**src/rtl/uart_loopback_seq_if.sv**
```systemverilog
// ---------------------------------------------------------------------------
// uart_loopback_seq_if
// Bundles the peripheral-facing signals of the UART loopback sequencer:
//   generator : gen_en (seq->gen), gen_ok / gen_data (gen->seq)
//   UART TX   : tx_en / tx_din (seq->tx), tx_busy (tx->seq)
//   UART RX   : rx_done / rx_data (rx->seq)
//   FIFO      : fifo_wr_en / fifo_wr_data / fifo_rd_en (seq->fifo),
//               fifo_full / fifo_empty / fifo_rd_data (fifo->seq)
// master = sequencer side, slave = environment (generator, UART, FIFO).
// ---------------------------------------------------------------------------
interface uart_loopback_seq_if;
  logic       gen_en;
  logic       gen_ok;
  logic [7:0] gen_data;
  logic       tx_en;
  logic [7:0] tx_din;
  logic       tx_busy;
  logic       rx_done;
  logic [7:0] rx_data;
  logic       fifo_wr_en;
  logic [7:0] fifo_wr_data;
  logic       fifo_full;
  logic       fifo_rd_en;
  logic [7:0] fifo_rd_data;
  logic       fifo_empty;

  modport master (
    output gen_en, tx_en, tx_din, fifo_wr_en, fifo_wr_data, fifo_rd_en,
    input  gen_ok, gen_data, tx_busy, rx_done, rx_data,
           fifo_full, fifo_rd_data, fifo_empty
  );

  modport slave (
    input  gen_en, tx_en, tx_din, fifo_wr_en, fifo_wr_data, fifo_rd_en,
    output gen_ok, gen_data, tx_busy, rx_done, rx_data,
           fifo_full, fifo_rd_data, fifo_empty
  );
endinterface

```
**src/rtl/uart_loopback_seq.sv**
```systemverilog
// ---------------------------------------------------------------------------
// uart_loopback_seq
// Sequencer for the UART self-loopback test. Pulls NUM_BYTES bytes from the
// byte generator, launches them one at a time on the UART TX, writes every
// byte the UART RX returns into an 8-bit FIFO, then drains the FIFO and
// compares count/checksum of received bytes against the sent ones.
//
// Ports:
//   i_sys_clk   system clock
//   i_sys_rst   synchronous active-high reset
//   i_start     one-cycle run start (honoured only in IDLE/DONE)
//   io_bus      generator / UART TX / UART RX / FIFO signals (master side)
//   o_busy      run in progress
//   o_done      one-cycle pulse on entering DONE
//   o_pass      result of the last run, held until the next start
//   o_tx_cnt    bytes launched this run
//   o_rx_cnt    bytes written to the FIFO this run
//   o_drop_cnt  RX bytes dropped because the FIFO was full
//
// Build option: define LBK_AUTO_RESTART_EN to self-start a new run after
// RESTART_GAP cycles in DONE. Without it DONE is held until i_start.
// ---------------------------------------------------------------------------
module uart_loopback_seq #(
  parameter int NUM_BYTES   = 256,
  parameter int RX_TIMEOUT  = 200000,
  parameter int RESTART_GAP = 1000
) (
  input  logic                       i_sys_clk,
  input  logic                       i_sys_rst,
  input  logic                       i_start,
  uart_loopback_seq_if.master        io_bus,
  output logic                       o_busy,
  output logic                       o_done,
  output logic                       o_pass,
  output logic [15:0]                o_tx_cnt,
  output logic [15:0]                o_rx_cnt,
  output logic [15:0]                o_drop_cnt
);

  localparam logic [15:0] LP_NUM      = 16'(NUM_BYTES);
  localparam logic [31:0] LP_TMO_LAST = 32'(RX_TIMEOUT - 1);

  typedef enum logic [2:0] {
    S_IDLE, S_GEN, S_TX_ARM, S_TX_WAIT, S_RX_WAIT, S_DRAIN, S_DONE
  } state_t;

  state_t      r_state, w_next;

  logic        r_tx_en;
  logic [7:0]  r_tx_din;
  logic [15:0] r_tx_sum, r_tx_cnt;
  logic [1:0]  r_arm_cnt;
  logic [31:0] r_tmo_cnt;
  logic        r_wr_en;
  logic [7:0]  r_wr_data;
  logic [15:0] r_rx_cnt, r_drop_cnt;
  logic        r_rd_pend;
  logic [15:0] r_rd_sum, r_rd_cnt;
  logic        r_done, r_pass;

  logic        w_run, w_go, w_auto_start, w_rd_en, w_pass_eval, w_enter_done;
  logic [16:0] w_rx_total;

  function automatic logic [15:0] sat_inc(input logic [15:0] v);
    return (v == 16'hFFFF) ? v : v + 16'd1;
  endfunction

  assign w_run        = (r_state != S_IDLE) && (r_state != S_DONE);
  assign w_go         = (i_start || w_auto_start) && !w_run;
  // One read per cycle while data is available; never while empty.
  assign w_rd_en      = (r_state == S_DRAIN) && !io_bus.fifo_empty;
  assign w_rx_total   = {1'b0, r_rx_cnt} + {1'b0, r_drop_cnt};
  assign w_pass_eval  = (r_rd_cnt == LP_NUM) && (r_drop_cnt == 16'd0) &&
                        (r_rd_sum == r_tx_sum);
  assign w_enter_done = (w_next == S_DONE) && (r_state != S_DONE);

  // -------------------------------------------------------------------------
  // Optional self-restart after a gap in DONE
  // -------------------------------------------------------------------------
`ifdef LBK_AUTO_RESTART_EN
  logic [31:0] r_gap_cnt;

  always_ff @(posedge i_sys_clk) begin
    if (i_sys_rst)                      r_gap_cnt <= '0;
    else if (r_state == S_DONE && !w_go) r_gap_cnt <= r_gap_cnt + 32'd1;
    else                                r_gap_cnt <= '0;
  end

  assign w_auto_start = (r_state == S_DONE) &&
                        (r_gap_cnt == 32'(RESTART_GAP - 1));
`else
  logic [31:0] w_unused_gap;
  assign w_unused_gap = 32'(RESTART_GAP);
  assign w_auto_start = 1'b0;
`endif

  // -------------------------------------------------------------------------
  // FSM
  // -------------------------------------------------------------------------
  always_ff @(posedge i_sys_clk) begin
    if (i_sys_rst) r_state <= S_IDLE;
    else           r_state <= w_next;
  end

  always_comb begin
    w_next = r_state;
    unique case (r_state)
      S_IDLE:    if (w_go) w_next = S_GEN;
      S_GEN:     if (io_bus.gen_ok) w_next = S_TX_ARM;
      // Fall through to TX_WAIT if busy never shows, so a dead TX cannot hang us.
      S_TX_ARM:  if (io_bus.tx_busy || r_arm_cnt == 2'd3) w_next = S_TX_WAIT;
      S_TX_WAIT: if (!io_bus.tx_busy)
                   w_next = (r_tx_cnt < LP_NUM) ? S_GEN : S_RX_WAIT;
      S_RX_WAIT: if (w_rx_total >= {1'b0, LP_NUM} || r_tmo_cnt >= LP_TMO_LAST)
                   w_next = S_DRAIN;
      // A write still in the output register has not reached the FIFO yet,
      // so fifo_empty alone is not enough to declare the drain finished.
      S_DRAIN:   if (io_bus.fifo_empty && !r_rd_pend && !r_wr_en) w_next = S_DONE;
      S_DONE:    if (w_go) w_next = S_GEN;
      default:   w_next = S_IDLE;
    endcase
  end

  // -------------------------------------------------------------------------
  // TX path: capture generated byte, launch pulse, sent checksum
  // -------------------------------------------------------------------------
  always_ff @(posedge i_sys_clk) begin
    if (i_sys_rst) begin
      r_tx_en   <= 1'b0;
      r_tx_din  <= '0;
      r_tx_sum  <= '0;
      r_tx_cnt  <= '0;
      r_arm_cnt <= '0;
      r_tmo_cnt <= '0;
    end else begin
      r_tx_en   <= 1'b0;
      r_arm_cnt <= (r_state == S_TX_ARM)  ? r_arm_cnt + 2'd1  : 2'd0;
      r_tmo_cnt <= (r_state == S_RX_WAIT) ? r_tmo_cnt + 32'd1 : 32'd0;
      if (w_go) begin
        r_tx_sum <= '0;
        r_tx_cnt <= '0;
      end else if (r_state == S_GEN && io_bus.gen_ok) begin
        r_tx_din <= io_bus.gen_data;
        r_tx_en  <= 1'b1;
        r_tx_sum <= r_tx_sum + {8'h00, io_bus.gen_data};
        r_tx_cnt <= sat_inc(r_tx_cnt);
      end
    end
  end

  // -------------------------------------------------------------------------
  // RX capture: independent of the FSM so a byte arriving on a state change
  // is still taken. Active whenever a run is in progress.
  // -------------------------------------------------------------------------
  always_ff @(posedge i_sys_clk) begin
    if (i_sys_rst) begin
      r_wr_en    <= 1'b0;
      r_wr_data  <= '0;
      r_rx_cnt   <= '0;
      r_drop_cnt <= '0;
    end else begin
      r_wr_en <= 1'b0;
      if (w_go) begin
        r_rx_cnt   <= '0;
        r_drop_cnt <= '0;
      end else if (w_run && io_bus.rx_done) begin
        if (!io_bus.fifo_full) begin
          r_wr_en   <= 1'b1;
          r_wr_data <= io_bus.rx_data;
          r_rx_cnt  <= sat_inc(r_rx_cnt);
        end else begin
          r_drop_cnt <= sat_inc(r_drop_cnt);
        end
      end
    end
  end

  // -------------------------------------------------------------------------
  // Drain: read data arrives one cycle after the strobe
  // -------------------------------------------------------------------------
  always_ff @(posedge i_sys_clk) begin
    if (i_sys_rst) begin
      r_rd_pend <= 1'b0;
      r_rd_sum  <= '0;
      r_rd_cnt  <= '0;
    end else begin
      r_rd_pend <= w_rd_en;
      if (w_go) begin
        r_rd_sum <= '0;
        r_rd_cnt <= '0;
      end else if (r_rd_pend) begin
        r_rd_sum <= r_rd_sum + {8'h00, io_bus.fifo_rd_data};
        r_rd_cnt <= sat_inc(r_rd_cnt);
      end
    end
  end

  // -------------------------------------------------------------------------
  // Result
  // -------------------------------------------------------------------------
  always_ff @(posedge i_sys_clk) begin
    if (i_sys_rst) begin
      r_done <= 1'b0;
      r_pass <= 1'b0;
    end else begin
      r_done <= w_enter_done;
      if (w_go)              r_pass <= 1'b0;
      else if (w_enter_done) r_pass <= w_pass_eval;
    end
  end

  // -------------------------------------------------------------------------
  // Outputs
  // -------------------------------------------------------------------------
  assign io_bus.gen_en       = (r_state == S_GEN);
  assign io_bus.tx_en        = r_tx_en;
  assign io_bus.tx_din       = r_tx_din;
  assign io_bus.fifo_wr_en   = r_wr_en;
  assign io_bus.fifo_wr_data = r_wr_data;
  assign io_bus.fifo_rd_en   = w_rd_en;

  assign o_busy     = w_run;
  assign o_done     = r_done;
  assign o_pass     = r_pass;
  assign o_tx_cnt   = r_tx_cnt;
  assign o_rx_cnt   = r_rx_cnt;
  assign o_drop_cnt = r_drop_cnt;

endmodule

```
**src/flat_wrapper.sv**
```systemverilog
// flat-port wrapper written by rule: the top's interface ports become plain ports
module uart_loopback_seq_flat 
#(
  parameter int NUM_BYTES   = 256,
  parameter int RX_TIMEOUT  = 200000,
  parameter int RESTART_GAP = 1000
)
  (i_sys_clk, i_sys_rst, i_start, o_busy, o_done, o_pass, o_tx_cnt, o_rx_cnt, o_drop_cnt, io_bus_gen_en, io_bus_tx_en, io_bus_tx_din, io_bus_fifo_wr_en, io_bus_fifo_wr_data, io_bus_fifo_rd_en, io_bus_gen_ok, io_bus_gen_data, io_bus_tx_busy, io_bus_rx_done, io_bus_rx_data, io_bus_fifo_full, io_bus_fifo_rd_data, io_bus_fifo_empty);
  uart_loopback_seq_if io_bus_i ();
  input  logic i_sys_clk;
  input  logic i_sys_rst;
  input  logic i_start;
  output logic o_busy;
  output logic o_done;
  output logic o_pass;
  output logic [15:0] o_tx_cnt;
  output logic [15:0] o_rx_cnt;
  output logic [15:0] o_drop_cnt;
  output wire logic [$bits(io_bus_i.gen_en)-1:0] io_bus_gen_en;
  output wire logic [$bits(io_bus_i.tx_en)-1:0] io_bus_tx_en;
  output wire logic [$bits(io_bus_i.tx_din)-1:0] io_bus_tx_din;
  output wire logic [$bits(io_bus_i.fifo_wr_en)-1:0] io_bus_fifo_wr_en;
  output wire logic [$bits(io_bus_i.fifo_wr_data)-1:0] io_bus_fifo_wr_data;
  output wire logic [$bits(io_bus_i.fifo_rd_en)-1:0] io_bus_fifo_rd_en;
  input wire logic [$bits(io_bus_i.gen_ok)-1:0] io_bus_gen_ok;
  input wire logic [$bits(io_bus_i.gen_data)-1:0] io_bus_gen_data;
  input wire logic [$bits(io_bus_i.tx_busy)-1:0] io_bus_tx_busy;
  input wire logic [$bits(io_bus_i.rx_done)-1:0] io_bus_rx_done;
  input wire logic [$bits(io_bus_i.rx_data)-1:0] io_bus_rx_data;
  input wire logic [$bits(io_bus_i.fifo_full)-1:0] io_bus_fifo_full;
  input wire logic [$bits(io_bus_i.fifo_rd_data)-1:0] io_bus_fifo_rd_data;
  input wire logic [$bits(io_bus_i.fifo_empty)-1:0] io_bus_fifo_empty;
  assign io_bus_gen_en = io_bus_i.gen_en;
  assign io_bus_tx_en = io_bus_i.tx_en;
  assign io_bus_tx_din = io_bus_i.tx_din;
  assign io_bus_fifo_wr_en = io_bus_i.fifo_wr_en;
  assign io_bus_fifo_wr_data = io_bus_i.fifo_wr_data;
  assign io_bus_fifo_rd_en = io_bus_i.fifo_rd_en;
  assign io_bus_i.gen_ok = io_bus_gen_ok;
  assign io_bus_i.gen_data = io_bus_gen_data;
  assign io_bus_i.tx_busy = io_bus_tx_busy;
  assign io_bus_i.rx_done = io_bus_rx_done;
  assign io_bus_i.rx_data = io_bus_rx_data;
  assign io_bus_i.fifo_full = io_bus_fifo_full;
  assign io_bus_i.fifo_rd_data = io_bus_fifo_rd_data;
  assign io_bus_i.fifo_empty = io_bus_fifo_empty;
  uart_loopback_seq #(.NUM_BYTES(NUM_BYTES), .RX_TIMEOUT(RX_TIMEOUT), .RESTART_GAP(RESTART_GAP)) u_core (.i_sys_clk(i_sys_clk), .i_sys_rst(i_sys_rst), .i_start(i_start), .io_bus(io_bus_i), .o_busy(o_busy), .o_done(o_done), .o_pass(o_pass), .o_tx_cnt(o_tx_cnt), .o_rx_cnt(o_rx_cnt), .o_drop_cnt(o_drop_cnt));
endmodule
```
**config.mk**
```make
export PLATFORM = sky130hd
export DESIGN_NAME = uart_loopback_seq_flat
export DESIGN_NICKNAME = d
export VERILOG_FILES = /design/src/rtl/uart_loopback_seq_if.sv /design/src/rtl/uart_loopback_seq.sv /design/src/flat_wrapper.sv
export SDC_FILE = /design/constraint.sdc
export NUM_CORES = 1
export LEC_CHECK = 0
export BUFFER_PORTS_ARGS = -buffer_cell sky130_fd_sc_hd__buf_2
export CAP_MARGIN = 20
export CORE_MARGIN = 1
export CORE_UTILIZATION = 50
export CTS_BUF_LIST = sky130_fd_sc_hd__clkbuf_16
export DETAILED_ROUTE_END_ITERATION = 7
export PLACE_DENSITY_LB_ADDON = 0.3
export SYNTH_ARGS = -nofsm -noshare
export SYNTH_HDL_FRONTEND = slang
export SYNTH_SLANG_ARGS = --single-unit
```
**constraint.sdc**
```tcl
create_clock -name i_sys_clk -period 2.75 [get_ports i_sys_clk]
set_input_delay 0.275 -clock i_sys_clk [delete_from_list [all_inputs] [get_ports i_sys_clk]]
set_output_delay 0.275 -clock i_sys_clk [all_outputs]
set_load 0.05 [all_outputs]
```
---- Word-level counts from Yosys, hierarchy flattened ----
Cells that the tools add are included.
cells by class
  add/subtract/negate cells ............... 9
  order comparisons ....................... 3
  equality and inequality tests ........... 15
  mux-type cells .......................... 10
  bitwise gates (word level) .............. 9
  reductions and logical operators ........ 30
operators with widths
  kind                   number
  $add 16x1->16 const B  4
  $eq 16x16->1 const B   4
  $add 16x8->16          2
  $add 32x1->32 const B  1
  $ge 32x18->1 const B   1
  $mux 3                 7
  $pmux 3 s6             1
  $add 16x16->17         1
  $ge 17x9->1 const B    1
  $eq 16x16->1           1
  $eq 16x9->1 const B    1
  $logic_not 16->1       1
  $lt 16x9->1 const B    1
  $eq 3x3->1 const B     4
  $logic_and 1x1->1      10
  $not 1->1              9
  $reduce_and 3->1       3
  $reduce_or 2->1        4
  $eq 3x2->1 const B     2
  $reduce_and 2->1       3
  $logic_not 1->1        4
  $eq 3x1->1 const B     1
  $logic_not 3->1        1
  $ne 3x3->1 const B     1
  other kinds (6)        8
word-level totals
  bits in registers ....................... 154
  input port bits ......................... 32
  output and inout bits ................... 71
  logic and storage cells ................. 92

---- Logic depth before layout (Yosys ltp) ----
Gate-level depths: netlist of the first run.
  depth after elaboration ................. 8
  depth in mapped cells ................... 10
  gate-level depth less buffers ........... 10

---- Worst setup path before layout of the first run ----
OpenSTA, ideal clock, no wires.
  path type ............................... register to register
  from .................................... register u_core.r_state[1]
  to ...................................... register u_core.r_tx_cnt[11], in the netlist u_core.o_tx_cnt[11]
  library setup time ...................... 128 ps
  data arrival time ....................... 2892 ps
  data required time ...................... 2622 ps
  path slack .............................. -269 ps
  stages on the path, launching flop included .. 10
  path buffers ............................ 2
  period minus slack after synthesis ...... 3019 ps
  cells stage by stage .................... dfxtp_1 > buf_2 > nor3b_1 > nand2_1 > a21oi_2 > and4_1 > buf_2 > nand4_1 > xor2_1 > nor2_1
on the way
  elaborated cells on any way between the ends .. 9
  classes of those cells .................. eq/ne: 2; reduce/logical: 7
RTL lines
  item                               RTL line                  text
  start, declared                    uart_loopback_seq.sv:47   state_t r_state, w_next;
  start signal, assigned             uart_loopback_seq.sv:102  else r_state <= w_next;
  $eq 3x1->1                         -
  net io_bus_gen_en                  flat_wrapper.sv:19        output wire logic [$bits(io_bus_i.gen_en)-1:0] io_bus_gen_en;
  $logic_and 1x1->1                  uart_loopback_seq.sv:142  end else if (r_state == S_GEN && io_bus.gen_ok) begin
  $reduce_and 2->1 (no source line)  -
  end signal, assigned               uart_loopback_seq.sv:146  r_tx_cnt <= sat_inc(r_tx_cnt);
  end, declared                      uart_loopback_seq.sv:51   logic [15:0] r_tx_sum, r_tx_cnt;
The timed path passes the listed nets, and every way through them passes these cells.
A chain may end at the register's enable or synchronous reset.

---- Final worst setup path of the first run ----
  from .................................... register u_core.r_tx_sum[0]
  to ...................................... register u_core.r_tx_sum[12]
on the way
  longest elaborated chain between the ends .. 1
ends and longest elaborated chain
  item                    RTL line                  text
  start, declared         uart_loopback_seq.sv:51
  start signal, assigned  uart_loopback_seq.sv:145  r_tx_sum <= r_tx_sum + {8'h00, io_bus.gen_data};
  $add 16x8->16           uart_loopback_seq.sv:145
No other way between the ends.

==> reports/metrics.cfg, run 1 <==
[run_status]
status=completed

[floorplanning]
die_x_um=130
io_pins=103
placementRows=46
dieArea_mm2=0.0170
core_region_area_mm2=0.0159
start_util=0.516
die-height_um=130

[pwr]
vdd_drop_max_mv=0.402
powerDensity_mw_per_mm2=467
finalPower_mw=4.46
p_sw_mw=1.03
swShare=0.231
p_comb_frac=0.059
seq_power_share=0.506
power.internal_mw=3.43
power.leakage_nw=4.01
pwr-share-clk=0.435

[critical_path]
cpPeakStageDelay_ns=0.42
cp_common_cell=o21ai_0
worstPathArrival_ns=2.82
critical_path_class=reg -> reg
cp_cell_sequence=ha_1 -> inv_1 -> fa_1 -> nor2b_1 -> o21ai_0 -> a21boi_0 -> o21ai_0 -> a2111oi_4 -> a21oi_1 -> a31o_2
end_kind=flop
critPathRequiredTime_ns=3.06
worst_setup_path_start_kind=flop
r2r_end=u_core.r_tx_sum[12]
worstReg2RegStart=u_core.r_tx_sum[0]
rr_worst_depth=10
critical-path-slowest-cell=a2111oi_4
rrSetupSlack_ns=0.24
cp_max_fo=4

[synth]
syn_nets=1058
synth-xor-area-share=0.125
async_reset_ff_frac=0
synth_edf_count=0
synth_area_mm2=0.00822
synth_cells=983
synth_top_family_by_area=simple AND/OR/NAND/NOR gates
synth_compound_area_frac=0.123
ys_seq_area_frac=0.375
postSynthAreaPerCell_um2=8.37
yosys.area_share.adder=0.0682
synthMuxAreaShare=0.0256
yosys.area_share.simple=0.248
synthDistinctLibCells=66
yosys_warnings=0
synthFlopType=dfxtp_1
synth_seq_cells=154

[global_routing]
grt_max_degree=56
track_usage=0.233
grt_pass1_wl_um=31200
grt.overflow.total=0
grt_pass1_vias=6533
grt_antenna_before_repair=0

[timing]
maxSlewHeadroom=0.534
worst_clock_skew_ns=0.00918
setup_viol=0
fin_setup_tns_ns=0
worst_pin_slew_ns=0.688
post-route-min-period_ns=2.51
period_share=0.913
drv_slew=0
max_clock_freq_mhz=398
hold_viol=0

[clock_network]
cts_max_level=4
clk_path_buf_depth=2
clk_pin_slew_worst_paths_ns=0.06
cts_buffers=17
holdBufCountCts=0
cts_setup_buffers=0
cts_tree=done
clock-sinks=154
clk_latency_ns=0.42
cts-root-buf=clkbuf_16

[worst_hold_path]
hold_class=in -> reg
min_to=u_core.r_rd_pend
hp-start=io_bus_fifo_empty
min_path_cells=2

[routing]
drtAntennaViolNets=0
drc=0
drtPass1Iterations=5
vias=7187
wl_um=18900
routed_via_density=5.45
wl_per_cell_um=14.3
drt-initial-drc-count=394

[place]
place_congestion=0.889
dp_hpwl_um=14000
port_buffers=102

[finish]
nFillCells=1428
final_common_cell=dfxtp_1
fin_nets=1168
post_route_cells_drive_above_1_share=0.153
area_growth_pct=16.2
layout_common_cells=dfxtp_1, nor2_1, buf_2
num_antenna_cells=0

[run]
maxCapViolCount=0

[routing by layer]
| layer | wire, um | GRT usage | vias up | part of all wire |
|---|---|---|---|---|
| met5 | 0 | 0 | - | 0 |
| met4 | 208 | 0.0650 | 0 | 0.011 |
| met3 | 930 | 0.0517 | 18 | 0.049 |
| met2 | 8790 | 0.382 | 182 | 0.46 |
| met1 | 8980 | 0.307 | 3344 | 0.47 |
| li1 | - | - | 3643 | - |
[logic make-up after synthesis]
kind of cell	count (synthesis)
adder cells (fa/ha/maj)	43
XOR/XNOR	117
flip-flops	154
buffers and inverters	75
multiplexers	21
AND/OR/NAND/NOR	418
AO/OA/AOI/OAI	155
[metrics by stage]
step / instance area [um^2] / hold WS, ns / utilization / setup WS, ns / instances
floorplan: 8230 / 0.353 / - / 0.0905 / 983
CTS: 9540 / 0.0369 / 0.598 / 0.179 / 1318
global route: 9560 / 0.0537 / 0.599 / -0.00689 / 1318
detailed placement: 9070 / 0.417 / 0.569 / 0.192 / 1290
global placement: 9070 / 0.410 / 0.569 / 0.245 / 1290
finish: 9560 / 0.0525 / 0.599 / 0.238 / 1318
[worst max-delay path by stage]
stage | from | endpoint | cells after the start
finish | u_core.r_tx_sum[0] | u_core.r_tx_sum[12] | 10
CTS | u_core.r_tx_sum[0] | u_core.r_tx_sum[12] | 10
floorplan | u_core.o_drop_cnt[13] | u_core.r_state[0] | 9
global placement | io_bus_gen_data[0] | u_core.r_tx_sum[12] | 11
global route | u_core.r_tx_sum[0] | u_core.r_tx_sum[12] | 10
detailed placement | io_bus_gen_data[0] | u_core.r_tx_sum[12] | 11
[state kept, by name (all words and copies together), names as in the netlist]
name,count
u_core.io_bus.fifo_wr_data,8
u_core.io_bus.fifo_wr_en,1
u_core.io_bus.tx_din,8
u_core.io_bus.tx_en,1
u_core.o_done,1
u_core.o_drop_cnt,16
u_core.o_pass,1
u_core.o_rx_cnt,16
u_core.o_tx_cnt,16
u_core.r_arm_cnt,2
u_core.r_rd_cnt,16
u_core.r_rd_pend,1
u_core.r_rd_sum,16
u_core.r_state,3
u_core.r_tmo_cnt,32
u_core.r_tx_sum,16
[cell usage after synthesis, types with 2 or more instances]
master,instances,share of area
nor2_1,147,0.067
nor4_2,3,0.0046
ha_1,40,0.061
o21ai_0,36,0.022
o221ai_1,2,0.0021
nor2b_1,4,0.0030
inv_1,40,0.018
o211ai_1,4,0.0037
a21o_1,9,0.0082
a211oi_1,12,0.011
xor2_1,59,0.063
nand3_1,45,0.027
a21oi_1,50,0.030
nand3b_1,2,0.0018
nand2b_1,6,0.0046
o21a_1,5,0.0046
and4_1,9,0.0096
nor2b_2,2,0.0021
a2111oi_2,2,0.0037
and2_1,10,0.0076
nor3_1,19,0.012
a21boi_0,4,0.0037
or3_1,6,0.0046
nand2_1,83,0.038
nand4_1,28,0.021
dfxtp_1,154,0.37
buf_4,2,0.0018
nor3b_1,5,0.0046
buf_2,7,0.0043
o311ai_1,2,0.0021
fa_1,3,0.0073
a41o_1,2,0.0024
a21oi_2,2,0.0021
clkbuf_1,24,0.011
xnor2_1,58,0.062
mux2i_1,21,0.026
o21bai_1,2,0.0018
nor4_1,18,0.014
a31oi_1,7,0.0053
and3_1,23,0.017
[power groups by stage]
stage / Clock [mW] / Sequential [mW] / Combinational (mW)
2_1_floorplan: 0 / 2.33 / 0.147
3_3_place_gp: 0 / 2.31 / 0.259
3_5_place_dp: 0 / 2.31 / 0.261
4_1_cts: 1.97 / 2.26 / 0.263
5_1_grt: 2.07 / 2.26 / 0.288
6_report: 1.94 / 2.26 / 0.263
[critical path, delay by kind of cell, from the launching register on]
| kind | cells | cell delay, ns |
|---|---|---|
| simple gates | 1 | 0.12 |
| flops | 1 | 0.36 |
| compound gates | 6 | 1.30 |
| fa+ha+maj | 2 | 0.57 |
| buf+inv | 1 | 0.06 |
[cell type report]
type	count	area, um^2	share of cell area
Multi-Input combinational cell	754	4880	0.511
Clock inverter	11	45.0	0.00471
Sequential cell	154	3080	0.323
Inverter	41	154	0.0161
Clock buffer	17	425	0.0445
Tap cell	216	270	0.0283
Timing Repair Buffer	125	696	0.0728
[repair_timing]
item,4_1_cts,5_1_grt
endpoints found under the hold margin,0,0
endpoints found under the setup margin,0,5
resized for setup,0,3
Note: power is estimated with default switching activity, not from simulation.
==> inputs of run 2 (changes only) <==
Settings changed: CTS_BUF_LIST sky130_fd_sc_hd__clkbuf_16 to default.
==> run 2 against run 1 <==
Against the previous run: clock-buffer cell count rose by 8; sequential power barely moved; via count barely moved; clock skew barely moved; sequential cell count did not move; sequential share of layout area fell by 0.17 points; critical endpoint unchanged; largest power group unchanged.
==> reports/metrics.cfg, run 2 (synthesized netlist as in run 1, its figures left out) <==
[worst_hold_path]
min_path_cells=2
hold_class=in -> reg

[timing]
period_share=0.917
maxSlewHeadroom=0.536
fin_ws_ns=0.229
hold_viol=0
worst_clock_skew_ns=0.00908
max_clock_freq_mhz=397
post-route-min-period_ns=2.52
worst_pin_slew_ns=0.686
drv_slew=0
setup_viol=0

[run]
maxCapViolCount=0

[routing]
wl_um=19100
wl_per_cell_um=14.5
vias=7189
drc=0
routed_via_density=5.45
drtAntennaViolNets=0
drt-initial-drc-count=380
drtPass1Iterations=7

[finish]
post_route_cells_drive_above_1_share=0.158
multi_input_area_mm2=0.00488
fin_util=0.602
area_growth_pct=16.8
seq_area_mm2=0.00308
layout.cells.non_filler=1318
final_common_cell=dfxtp_1
nFillCells=1422
num_antenna_cells=0
largest_reg_flops=32
layout_common_cells=dfxtp_1, nor2_1, buf_2
fin_nets=1168
top_register=u_core.r_tmo_cnt

[clock_network]
clk_latency_ns=0.42
cts_tree=done
cts_max_level=4
cts_buffers=17
clock-sinks=154
clk_path_buf_depth=2
cts-root-buf=clkbuf_16
clk_pin_slew_worst_paths_ns=0.06

[critical_path]
end_kind=flop
critical-path-slowest-cell=a2111oi_4
worstPathArrival_ns=2.83
cp_cell_sequence=ha_1 -> inv_1 -> fa_1 -> nor2b_1 -> o21ai_0 -> a21boi_0 -> o21ai_0 -> a2111oi_4 -> a21oi_1 -> a31o_2
critical_path_class=reg -> reg
cpPeakStageDelay_ns=0.42
rr_worst_depth=10
cp_common_cell=o21ai_0
critPathRequiredTime_ns=3.06
cp_max_fo=4
worst_setup_path_start_kind=flop

[pwr]
power.leakage_nw=4.02
vdd_drop_max_mv=0.460
p_comb_frac=0.057
seq_power_share=0.489
power.internal_mw=3.58
pwr-share-clk=0.454
swShare=0.225
powerDensity_mw_per_mm2=481
p_sw_mw=1.04

[floorplanning]
die_x_um=130
start_util=0.516
core_region_area_mm2=0.0159
io_pins=103
die-height_um=130
dieArea_mm2=0.0170
placementRows=46

[place]
place_congestion=0.889
dpl_worst_slack_ns=0.192
dp_hpwl_um=14000
place_inst=1290
port_buffers=102

[global_routing]
track_usage=0.233
grt_max_degree=56
grt_antenna_before_repair=0
grt_pass1_wl_um=31300
grt.overflow.total=0
grt_pass1_vias=6585

[run_status]
status=completed

[run 2: worst max-delay path: cells and delay by family (launching register included)]
family	cells	cell delay [ns]
compound gates	6	1.32
buf+inv	1	0.06
flops	1	0.36
fa+ha+maj	2	0.57
simple gates	1	0.12
[run 2: final timing paths]
kind | start | to | slack (ns)
worst max-delay path | u_core.r_tx_sum[0] | u_core.r_tx_sum[12] | 0.23
worst min-delay path | io_bus_fifo_empty | u_core.r_rd_pend | 0.05
worst max register to register | u_core.r_tx_sum[0] | u_core.r_tx_sum[12] | 0.23
worst min register to register | u_core.r_arm_cnt[0] | u_core.r_arm_cnt[0] | 0.42
[run 2: cell type report]
cell class	instances	area share
Inverter	41	0.0160
Timing Repair Buffer	125	0.0724
Tap cell	216	0.0281
Sequential cell	154	0.321
Multi-Input combinational cell	754	0.508
Clock inverter	3	0.00156
Clock buffer	25	0.0526
[run 2: metrics by stage]
step / area (um^2) / hold WS (ns) / total power [mW] / TNS [ns]
3_3_place_gp: 9070 / 0.410 / 2.56 / 0
6_report: 9610 / 0.0509 / 4.62 / 0
3_5_place_dp: 9070 / 0.417 / 2.57 / 0
4_1_cts: 9590 / 0.0358 / 4.65 / 0
2_1_floorplan: 8230 / 0.353 / 2.48 / 0
5_1_grt: 9610 / 0.0543 / 4.78 / -0.00604
[run 2: timing repair]
action | 4_1_cts | 5_1_grt
buffers inserted | 0 | 0
endpoints found under the setup margin | 0 | 3
hold buffers | 0 | 0
resized for setup | 0 | 2
[run 2: power by group through the flow]
stage / registers [mW] / logic, mW / clock network (mW)
3_5_place_dp: 2.31 / 0.261 / 0
2_1_floorplan: 2.33 / 0.147 / 0
3_3_place_gp: 2.31 / 0.259 / 0
4_1_cts: 2.26 / 0.263 / 2.13
6_report: 2.26 / 0.264 / 2.10
5_1_grt: 2.26 / 0.288 / 2.23
[run 2: layer usage]
layer / vias to the layer above / track usage / routed length [um] / part of all wire
met2: 163 / 0.380 / 8880 / 0.47
met5: - / 0 / 0 / 0
li1: 3643 / - / - / -
met1: 3363 / 0.307 / 9090 / 0.48
met4: 0 / 0.0725 / 267 / 0.014
met3: 20 / 0.0508 / 837 / 0.044
